==> src/rtl/membrane_integrator.sv <==
// membrane_integrator
// Integrates per-timestep synaptic currents for three neurons into leaky,
// saturating membrane potentials. A timestep closes on the beat flagged
// in_last; the block then leaks every potential once, publishes the result
// for one cycle and advances the timestep counter.
//
// Optional build macro: MEMBRANE_CLEAR_ON_INTERVAL_EN
//   defined   - potentials return to rest when an accumulation interval ends.
//   undefined - potentials carry over across intervals; only the leak decays them.
module membrane_integrator #(
    parameter int DATA_WIDTH  = 16,
    parameter int TIMER_WIDTH = 5,
    parameter int LEAK_SHIFT  = 4
) (
    input  logic                          clk,
    input  logic                          rstn,
    input  logic [TIMER_WIDTH-1:0]        accumulate_interval,
    input  logic                          in_valid,
    output logic                          in_ready,
    input  logic                          in_last,
    input  logic signed [DATA_WIDTH-1:0]  current_0,
    input  logic signed [DATA_WIDTH-1:0]  current_1,
    input  logic signed [DATA_WIDTH-1:0]  current_2,
    output logic [DATA_WIDTH-1:0]         membrane_potential_0,
    output logic [DATA_WIDTH-1:0]         membrane_potential_1,
    output logic [DATA_WIDTH-1:0]         membrane_potential_2,
    output logic                          mp_valid,
    output logic                          interval_done,
    output logic [TIMER_WIDTH-1:0]        timestep
);

    localparam int NUM_NEURONS = 3;

    localparam logic signed [DATA_WIDTH-1:0] MP_MAX = {1'b0, {(DATA_WIDTH-1){1'b1}}};
    localparam logic signed [DATA_WIDTH-1:0] MP_MIN = {1'b1, {(DATA_WIDTH-1){1'b0}}};

    typedef enum logic [1:0] {
        IDLE,
        INTEGRATE,
        LEAK,
        PUBLISH
    } state_e;

    state_e                        state_q, state_d;
    logic signed [DATA_WIDTH-1:0]  mp_q [NUM_NEURONS];
    logic signed [DATA_WIDTH-1:0]  mp_d [NUM_NEURONS];
    logic        [TIMER_WIDTH-1:0] ts_q, ts_d;

    logic signed [DATA_WIDTH-1:0]  cur [NUM_NEURONS];
    logic                          accept;
    logic        [TIMER_WIDTH-1:0] last_ts;

    // Add one current to a potential with one guard bit; clamp instead of wrapping.
    function automatic logic signed [DATA_WIDTH-1:0] sat_add(
        input logic signed [DATA_WIDTH-1:0] a,
        input logic signed [DATA_WIDTH-1:0] b
    );
        logic signed [DATA_WIDTH:0] sum;
        sum = {a[DATA_WIDTH-1], a} + {b[DATA_WIDTH-1], b};
        if (sum[DATA_WIDTH] != sum[DATA_WIDTH-1]) begin
            return sum[DATA_WIDTH] ? MP_MIN : MP_MAX;
        end
        return sum[DATA_WIDTH-1:0];
    endfunction

    // Leak by a fixed fraction. The arithmetic shift rounds toward -inf, so
    // subtracting it pulls negative values up toward zero; the magnitude of the
    // decrement never exceeds the value itself, so the sign never flips and the
    // subtraction cannot overflow.
    function automatic logic signed [DATA_WIDTH-1:0] leak(
        input logic signed [DATA_WIDTH-1:0] mp
    );
        if (LEAK_SHIFT == 0) begin
            return mp;
        end
        return mp - (mp >>> LEAK_SHIFT);
    endfunction

    assign cur[0] = current_0;
    assign cur[1] = current_1;
    assign cur[2] = current_2;

    assign in_ready = (state_q == IDLE) || (state_q == INTEGRATE);
    assign accept   = in_valid && in_ready;

    // An interval of 0 behaves as 1, so the last timestep index is then 0.
    assign last_ts = (accumulate_interval == '0) ? '0
                                                 : accumulate_interval - TIMER_WIDTH'(1);

    // ">=" rather than "==": if the interval is lowered below the running
    // timestep, the next publish still closes the interval and wraps to 0.
    assign mp_valid      = (state_q == PUBLISH);
    assign interval_done = (state_q == PUBLISH) && (ts_q >= last_ts);

    assign timestep             = ts_q;
    assign membrane_potential_0 = mp_q[0];
    assign membrane_potential_1 = mp_q[1];
    assign membrane_potential_2 = mp_q[2];

    // Next-state logic: integrate accepted beats, leak once, publish once.
    always_comb begin
        // NOTE: every signal written here gets a default first, so no path can
        // leave it unassigned and infer a latch.
        state_d = state_q;
        ts_d    = ts_q;
        for (int i = 0; i < NUM_NEURONS; i++) begin
            mp_d[i] = mp_q[i];
        end

        unique case (state_q)
            IDLE, INTEGRATE: begin
                if (accept) begin
                    for (int i = 0; i < NUM_NEURONS; i++) begin
                        mp_d[i] = sat_add(mp_q[i], cur[i]);
                    end
                    state_d = in_last ? LEAK : INTEGRATE;
                end
            end

            LEAK: begin
                for (int i = 0; i < NUM_NEURONS; i++) begin
                    mp_d[i] = leak(mp_q[i]);
                end
                state_d = PUBLISH;
            end

            PUBLISH: begin
                ts_d = interval_done ? '0 : ts_q + TIMER_WIDTH'(1);
`ifdef MEMBRANE_CLEAR_ON_INTERVAL_EN
                if (interval_done) begin
                    for (int i = 0; i < NUM_NEURONS; i++) begin
                        mp_d[i] = '0;
                    end
                end
`endif
                state_d = IDLE;
            end

            default: state_d = IDLE;
        endcase
    end

    // State, timestep and potential registers; reset discards partial sums.
    always_ff @(posedge clk or negedge rstn) begin
        // NOTE: the potentials are a handful of flops, not a RAM, so they are
        // reset along with the control state; sequential state uses <= only.
        if (!rstn) begin
            state_q <= IDLE;
            ts_q    <= '0;
            for (int i = 0; i < NUM_NEURONS; i++) begin
                mp_q[i] <= '0;
            end
        end else begin
            state_q <= state_d;
            ts_q    <= ts_d;
            for (int i = 0; i < NUM_NEURONS; i++) begin
                mp_q[i] <= mp_d[i];
            end
        end
    end

endmodule

==> config.mk <==
export PLATFORM = sky130hd
export DESIGN_NAME = membrane_integrator
export DESIGN_NICKNAME = d
export VERILOG_FILES = /design/src/rtl/membrane_integrator.sv
export SDC_FILE = /design/constraint.sdc
export NUM_CORES = 1
export LEC_CHECK = 0
export ABC_CLOCK_PERIOD_IN_PS = 8800
export BUFFER_PORTS_ARGS = -buffer_cell sky130_fd_sc_hd__buf_4
export CORE_MARGIN = 4
export CORE_UTILIZATION = 35
export CTS_BUF_LIST = sky130_fd_sc_hd__clkbuf_2 sky130_fd_sc_hd__clkbuf_4 sky130_fd_sc_hd__clkbuf_8
export DETAILED_ROUTE_END_ITERATION = 16
export HOLD_SLACK_MARGIN = 0.05
export PLACE_DENSITY_LB_ADDON = 0.05
export SYNTH_ARGS = -nofsm -noshare
export SYNTH_HDL_FRONTEND = slang
export SYNTH_SLANG_ARGS = --single-unit
==> constraint.sdc <==
create_clock -name clk -period 8.8 [get_ports clk]
set_input_delay 0 -clock clk [delete_from_list [all_inputs] [get_ports clk]]
set_output_delay 0 -clock clk [all_outputs]
set_load 0.02 [all_outputs]
# Word level (Yosys, flattened, before mapping)
# Cells that the tools add are included.
dict set report word_totals {
  word_cells 54
  reg_bits 55
}
dict set report classes {
  add_sub_neg 8
  order_cmp 1
  mux 25
  n_reduce_logical 8
  eq_ne 7
}
# operator count
set op_table {}
lappend op_table {{$mux W16} 9}
lappend op_table {{$pmux W48 S2} 1}
lappend op_table {{$add A16 B16 Y17} 3}
lappend op_table {{$mux W48} 1}
lappend op_table {{$sub A16 B12 Y16} 3}
lappend op_table {{$mux W5} 2}
lappend op_table {{$mux W1} 9}
lappend op_table {{$pmux W2 S3} 1}
lappend op_table {{$add A5 B1 Y5 const B} 1}
lappend op_table {{$ge A5 B5 Y1} 1}
lappend op_table {{$logic_not A5 Y1} 1}
lappend op_table {{$sub A5 B1 Y5 const B} 1}
lappend op_table {{$eq A2 B2 Y1 const B} 2}
lappend op_table {{$mux W2} 2}
lappend op_table {{$ne A1 B1 Y1} 3}
lappend op_table {{$eq A2 B1 Y1 const B} 1}
lappend op_table {{$logic_and A1 B1 Y1} 2}
lappend op_table {{$logic_not A2 Y1} 1}
lappend op_table {{$ne A2 B2 Y1 const B} 1}
lappend op_table {{$reduce_and A2 Y1} 1}
lappend op_table {{$reduce_bool A2 Y1} 1}
lappend op_table {{$reduce_or A2 Y1} 1}
lappend op_table {{$logic_or A1 B1 Y1} 1}

# Longest topological paths before layout
# Gate-level depths: netlist of the first run.
dict set report logic_depth {
  word_depth 8
  ltp_mapped 15
  depth_no_buf 15
}

# Worst setup path after synthesis of the first run
# OpenSTA, ideal clock, no wires.
dict set report synth_path {
  path_kind {register to register}
  start {register mp_q (netlist bit membrane_potential_1[0])}
  end {register mp_q (netlist bit membrane_potential_1[3])}
  t_required_ns 8.713
  setup_ns 0.087
  slack_ns 5.370
  path_buffers 0
  stages_incl_launch_ff 15
  arrival_ns 3.343
  cell_sequence {dfrtp_1 -> ha_1 -> inv_1 -> fa_1 -> nand2b_1 -> a21oi_2 -> o2111a_1 -> o21ai_2 -> o21a_4 -> or2_1 -> ha_1 -> inv_1 -> or3_4 -> o31a_1 -> o211ai_1}
}
dict set report synth_between {
  elab_chain_cells 8
  word_cells_on_any_way 11
}
# element line
set synth_lines {}
lappend synth_lines {{start, declared} 45} ;# logic signed [DATA_WIDTH-1:0] mp_q [NUM_NEURONS];
lappend synth_lines {{start signal, assigned by index} 157} ;# mp_q[i] <= mp_d[i];
lappend synth_lines {{$add A16 B16 Y17} 59} ;# sum = {a[DATA_WIDTH-1], a} + {b[DATA_WIDTH-1], b};
lappend synth_lines {{$ne A1 B1 Y1} 60} ;# if (sum[DATA_WIDTH] != sum[DATA_WIDTH-1]) begin
lappend synth_lines {{$mux W1} 60}
lappend synth_lines {{$mux W1} 112} ;# if (accept) begin
lappend synth_lines {{$mux W1} 110} ;# unique case (state_q)
lappend synth_lines {{$mux W16} 63} ;# return sum[DATA_WIDTH-1:0];
lappend synth_lines {{$mux W48} 112}
lappend synth_lines {{$pmux W48 S2 *} 110}
# Every way passes the cells marked *; elsewhere a longest branch is shown, timed or not. The select of a mux whose other input is x is not followed.
# A chain may end at the register's enable or synchronous reset.

# Worst setup path in the final report of the first run
dict set report layout_path {
  start {register mp_q (netlist bit membrane_potential_1[0])}
  end {register mp_q (netlist bit membrane_potential_1[12])}
}
# The elaborated chain is that of the path after synthesis.

==> flow_metrics.py, run 1 <==
metrics = {
    "sta": {
        "whs_ps": 159,
        "finalCriticalPeriod_ps": 3990,
        "fin_crit_sh_pct": 45.3,
        "setup_viol": 0,
        "finalClockSkew_ps": 8.99,
        "max_freq_mhz": 251,
        "fin_setup_tns_ps": 0,
        "rsz0062_at_grt": "no",
        "worst_slew_pin_slew_ps": 1160,
        "slew-limit-headroom_pct": 22.6,
        "hold_viol": 0,
        "slew_viol_final": 0,
    },
    "cells_and_area": {
        "final_common_cell": "buf_4",
        "fin_nets": 1133,
        "area_growth_syn_to_layout_pct": 17.5,
        "final-instance-count-excl-fill": 1236,
        "drive_gt1_share_pct": 18.2,
        "layout_common_cells": "buf_4 (116), ha_1 (105), nor2_1 (64), inv_1 (63), o21ai_0 (59)",
        "insertedDiodeCount": 0,
    },
    "yosys": {
        "ys_warn_count": 0,
        "async_reset_ff_share_pct": 100,
        "synth_cell_types": 84,
        "yosys_most_used_dff": "dfrtp_1",
        "syn_area_sq_mm": 0.00717,
        "synth_fp_nets": 1025,
        "synth_edf_count": 0,
        "netlist_instances": 857,
        "syn_area_per_cell_sq_um": 8.37,
        "synth_seq_cells": 55,
        "ys_seq_area_share_pct": 19.2,
    },
    "die": {
        "fp-row-count": 52,
        "core_area_sq_mm": 0.0202,
        "die_area_sq_mm": 0.0228,
        "dieHeight_um": 151,
        "io_pins": 113,
        "dieWidth_um": 151,
        "initial_utilization_pct": 35.5,
    },
    "global_route": {
        "grt_max_degree": 56,
        "overflow": 0,
        "grt_usage_pct": 17.8,
        "grt_pass1_wl_um": 32900,
        "grt_pass1_vias": 6503,
        "antenna_found_initial": 0,
    },
    "worst_setup_path": {
        "start_kind": "flop",
        "startpoint": "membrane_potential_1[0]",
        "path_class": "flop to flop",
        "critPathCaptureType": "flop",
        "rr_worst_depth": 14,
        "cp_max_fo": 11,
        "ff2ff_setup_slack_ps": 4810,
        "cp.arrival_ps": 4230,
        "crit_end": "membrane_potential_1[12]",
        "reg2reg_to": "membrane_potential_1[12]",
        "cp.required_ps": 9040,
        "rr_startpoint": "membrane_potential_1[0]",
    },
    "drt": {
        "drtIter0Drc": 241,
        "vias": 6557,
        "dr.pass1.iters": 4,
        "vias_per_cell": 5.31,
        "ant_nets": 0,
        "wl_per_cell_um": 16.2,
        "drc_errors": 0,
        "routed_wl_um": 20000,
    },
    "clock_tree": {
        "cts_buffers": 5,
        "clkSlewWorstSetupHoldPaths_ps": 120,
        "ctsRootBufferMaster": "clkbuf_8",
        "htree_levels": 2,
        "ctsLongestPathBuffers": 2,
        "clk-insertion-delay-late_ps": 340,
        "cts_tree": "built",
        "clock-sinks": 55,
        "cts-resized-gates": 0,
    },
    "placement": {
        "numPortBuffers": 112,
        "globalplace.congestion": 0.771,
        "dp.cells": 1224,
        "dpl.hpwl_um": 15600,
    },
    "run": {
        "cap_violations": 0,
    },
    "min_path": {
        "whs_path_depth": 4,
        "worstHoldPathType": "primary input to flop",
    },
    "outcome": {
        "run_status": "complete, no violations",
    },
}
[area by class of cell]
type	instances	area, sq um
sequential	55	1380
tap	270	338
multi-input combinational	720	5480
inverter	63	236
fill	2157	11700
clock inverter	3	18.8
clock buffer	5	68.8
timing repair buffer	120	911
[cell usage after synthesis, types with 13 or more instances]
cell type,count,area share [%]
ha_1,105,18
nor2_1,66,3.5
inv_1,63,3.3
o21ai_0,59,4.1
a21oi_1,56,3.9
dfrtp_1,55,19
nand2_1,48,2.5
xnor2_1,43,5.3
nand2b_1,33,2.9
xor2_1,23,2.8
nor3_1,21,1.5
a21o_1,20,2.1
nand3_1,18,1.3
nor2b_1,17,1.5
clkbuf_1,16,0.84
o21a_1,16,1.7
o21ai_1,15,1.0
a31oi_1,13,1.1
[cells by family after synthesis]
family	after synthesis	synth area share, %
AOI/OAI and AO/OA	304	31.1
xor gates and xnor gates	66	8.06
adders and majority gates	111	20.0
buffers and inverters	82	4.52
DFF	55	19.2
muxes	2	0.332
and+or+nand+nor	237	16.8
[sequential cells by signal, summed over array words and instances, names as in the netlist]
name	flops
membrane_potential_0	16
membrane_potential_1	16
membrane_potential_2	16
timestep	5
state_q	2
[metal layers]
metal / up-vias / wire (um) / GRT usage (%)
met4: 0 / 161 / 3.40
met3: 10 / 545 / 1.94
met5: - / 0 / 0
met2: 85 / 9820 / 31.7
met1: 3066 / 9500 / 23.4
li1: 3396 / - / -
[through the flow]
stage	util, %	worst slack (ps)	cell area, sq um
2_1_floorplan	-	5370	7170
3_3_place_gp	41.1	4860	8300
3_5_place_dp	41.1	4770	8300
4_1_cts	41.8	4760	8430
5_1_grt	41.8	4400	8430
6_report	41.8	4810	8430
[worst max-delay path: stages, from the launching register on]
cell and delay [ps]:
dfrtp_1 410, ha_1 220, inv_1 70, fa_1 370, nand2b_1 200, a21oi_2 210, o2111a_1 270, o21ai_2 90
o21a_4 230, or2_1 240, ha_1 540, inv_1 270, o31ai_4 440, a21oi_1 90, a221oi_1 240
[how the worst min path moves through the flow]
stage / start / end / slack (ps)
global placement: rstn / membrane_potential_2[3] / 140
global route: current_2[0] / membrane_potential_2[0] / 180
detailed placement: rstn / membrane_potential_2[3] / 140
floorplan: rstn / membrane_potential_0[0] / -300
finish: current_2[0] / membrane_potential_2[0] / 160
CTS: current_0[0] / membrane_potential_0[0] / 150
[repair_timing]
action | 4_1_cts | 5_1_grt
endpoints found under the hold margin | 58 | 0
setup buffers | 0 | 0
hold buffers | 4 | 0
Power of run 1 is not shown: default switching activity piles up to over one toggle a cycle in this logic, so the estimate is an artifact.
==> inputs of run 2 (changes only) <==
--- a/config.mk
+++ b/config.mk
@@ -5,7 +5,7 @@
 export SDC_FILE = /design/constraint.sdc
 export NUM_CORES = 1
 export LEC_CHECK = 0
-export ABC_CLOCK_PERIOD_IN_PS = 8800
+export ABC_CLOCK_PERIOD_IN_PS = 3900
 export BUFFER_PORTS_ARGS = -buffer_cell sky130_fd_sc_hd__buf_4
 export CORE_MARGIN = 4
 export CORE_UTILIZATION = 35
==> constraint.sdc (replaced) <==
create_clock -name clk -period 3.9 [get_ports clk]
set_input_delay 0 -clock clk [delete_from_list [all_inputs] [get_ports clk]]
set_output_delay 0 -clock clk [all_outputs]
set_load 0.02 [all_outputs]
==> run 2 against run 1 <==
- first-iteration DRC count increased by 5.4%
- design area is 0.99% higher
- critical path depth is the same
- largest cell class unchanged
- sequential share of layout area down 0.16 points
- worst hold slack lost 5.7 ps
- global-route usage is 0.15 points higher
- maximum frequency rose by 14%
==> flow_metrics.py, run 2 (synthesis gave the netlist of run 1 again) <==
metrics = {
    "sta": {
        "rsz0062_at_grt": "no",
        "fin_setup_tns_ps": 0,
        "worst_slew_pin_slew_ps": 1140,
        "setup_viol": 0,
        "finalClockSkew_ps": 16.1,
        "fin_ws_ps": 390,
        "fin_crit_sh_pct": 90.0,
        "max_freq_mhz": 285,
        "slew-limit-headroom_pct": 24.1,
        "hold_viol": 0,
        "finalCriticalPeriod_ps": 3510,
        "slew_viol_final": 0,
    },
    "clock_tree": {
        "ctsLongestPathBuffers": 2,
        "clk-insertion-delay-late_ps": 340,
        "ctsRootBufferMaster": "clkbuf_8",
        "cts_buffers": 5,
        "cts_setup_buffers": 0,
        "cts_tree": "built",
        "clkSlewWorstSetupHoldPaths_ps": 120,
        "htree_levels": 2,
        "clock-sinks": 55,
    },
    "drt": {
        "vias_per_cell": 5.29,
        "vias": 6592,
        "wl_per_cell_um": 16.2,
        "drtIter0Drc": 254,
        "dr.pass1.iters": 4,
        "ant_nets": 0,
        "drc_errors": 0,
        "routed_wl_um": 20200,
    },
    "worst_setup_path": {
        "path_cells": "ha_1 -> inv_1 -> fa_1 -> nand2b_1 -> a21oi_2 -> o2111a_1 -> o21ai_2 -> o21a_4 -> or2_1 -> ha_1 -> inv_1 -> or3_4 -> o211a_1 -> o32ai_1",
        "start_kind": "flop",
        "rr_worst_depth": 14,
        "startpoint": "membrane_potential_1[0]",
        "cp_num_cells": 14,
        "reg2reg_to": "membrane_potential_1[6]",
        "cp.required_ps": 4160,
        "cp_max_fo": 6,
        "cp.arrival_ps": 3770,
        "crit_buf_inv": 2,
        "slowest_stage": "or3_4",
        "rr_startpoint": "membrane_potential_1[0]",
        "critical_path.max_stage_delay_ps": 440,
        "path_class": "flop to flop",
        "path_delay_family": "compound AO/OA/AOI/OAI gates",
        "ff2ff_setup_slack_ps": 390,
        "crit_end": "membrane_potential_1[6]",
        "critPathCaptureType": "flop",
    },
    "cells_and_area": {
        "final_common_cell": "buf_4",
        "insertedDiodeCount": 0,
        "utilization_pct": 42.2,
        "layout_common_cells": "buf_4 (127), ha_1 (105), nor2_1 (64), inv_1 (63), o21ai_0 (59)",
        "drive_gt1_share_pct": 19.2,
        "nFillCells": 2130,
        "area_growth_syn_to_layout_pct": 18.7,
        "seqCellArea_sq_mm": 0.00138,
        "multi_input_area_sq_mm": 0.00548,
        "fin_nets": 1144,
    },
    "global_route": {
        "antenna_found_initial": 0,
        "grt_pass1_wl_um": 33100,
        "grt_pass1_vias": 6488,
        "overflow": 0,
        "grt_max_degree": 56,
        "grt_usage_pct": 17.9,
    },
    "die": {
        "core_area_sq_mm": 0.0202,
        "dieWidth_um": 151,
        "die_area_sq_mm": 0.0228,
        "initial_utilization_pct": 35.5,
        "fp-row-count": 52,
        "dieHeight_um": 151,
        "io_pins": 113,
    },
    "placement": {
        "globalplace.congestion": 0.774,
        "dpl.hpwl_um": 15800,
        "place_ws_ps": 358,
        "numPortBuffers": 112,
    },
    "run": {
        "cap_violations": 0,
    },
    "outcome": {
        "run_status": "complete, no violations",
    },
    "min_path": {
        "worstHoldPathType": "primary input to flop",
    },
}
run 2: cell count changes in the layout (fill, tap and decap cells not counted):
cell        delta
clkbuf_4       +1
o211a_1        -1
inv_6          -1
o211a_2        +1
buf_4         +11
clkinvlp_4     +1
clkinv_2       -1
run 2: how the worst min path moves through the flow:
stage | cells past startpoint | slack [ps] | start | to
final | 4 | 150 | current_2[0] | membrane_potential_2[0]
after global routing | 4 | 150 | current_2[0] | membrane_potential_2[0]
after CTS | 4 | 130 | current_2[0] | membrane_potential_2[0]
after detailed placement | 1 | 140 | rstn | membrane_potential_2[0]
after global placement | 1 | 150 | rstn | membrane_potential_2[0]
after floorplan | 0 | -300 | rstn | membrane_potential_0[0]
run 2: layout make-up:
cell class,instances,share of cell area (%)
well taps,270,3.97
clock inverters,2,0.147
multi-input cells,720,64.4
inverters,63,2.78
clock buffers,6,0.897
repair buffers,131,11.7
flip-flops and latches,55,16.2
run 2: metal layers:
metal,vias to the layer above,GRT usage (%),wire (um),part of all wire (%)
li1,3424,-,-,-
met1,3070,23.9,9530,47
met2,87,31.3,9800,49
met3,11,2.42,636,3.2
met4,0,3.17,211,1.0
met5,-,0,0,0
run 2: repair_timing:
| action | CTS | global route |
|---|---|---|
| setup endpoints to repair | 0 | 5 |
| gates resized for setup | 0 | 1 |
| hold buffers | 4 | 0 |
| endpoints found under the hold margin | 58 | 0 |
run 2: through the flow:
| step | std cells | hold WS, ps | area, sq um |
|---|---|---|---|
| floorplan | 857 | -296 | 7170 |
| global placement | 1235 | 145 | 8380 |
| detailed placement | 1235 | 141 | 8380 |
| CTS | 1247 | 129 | 8510 |
| global route | 1247 | 151 | 8510 |
| finish | 1247 | 153 | 8510 |
run 2: tightest hold or removal path, cell delays in order:
cell and delay [ps]:
buf_4 80, ha_1 120, a21oi_1 60, o221ai_1 180
Power of run 2 is left out for the same reason.
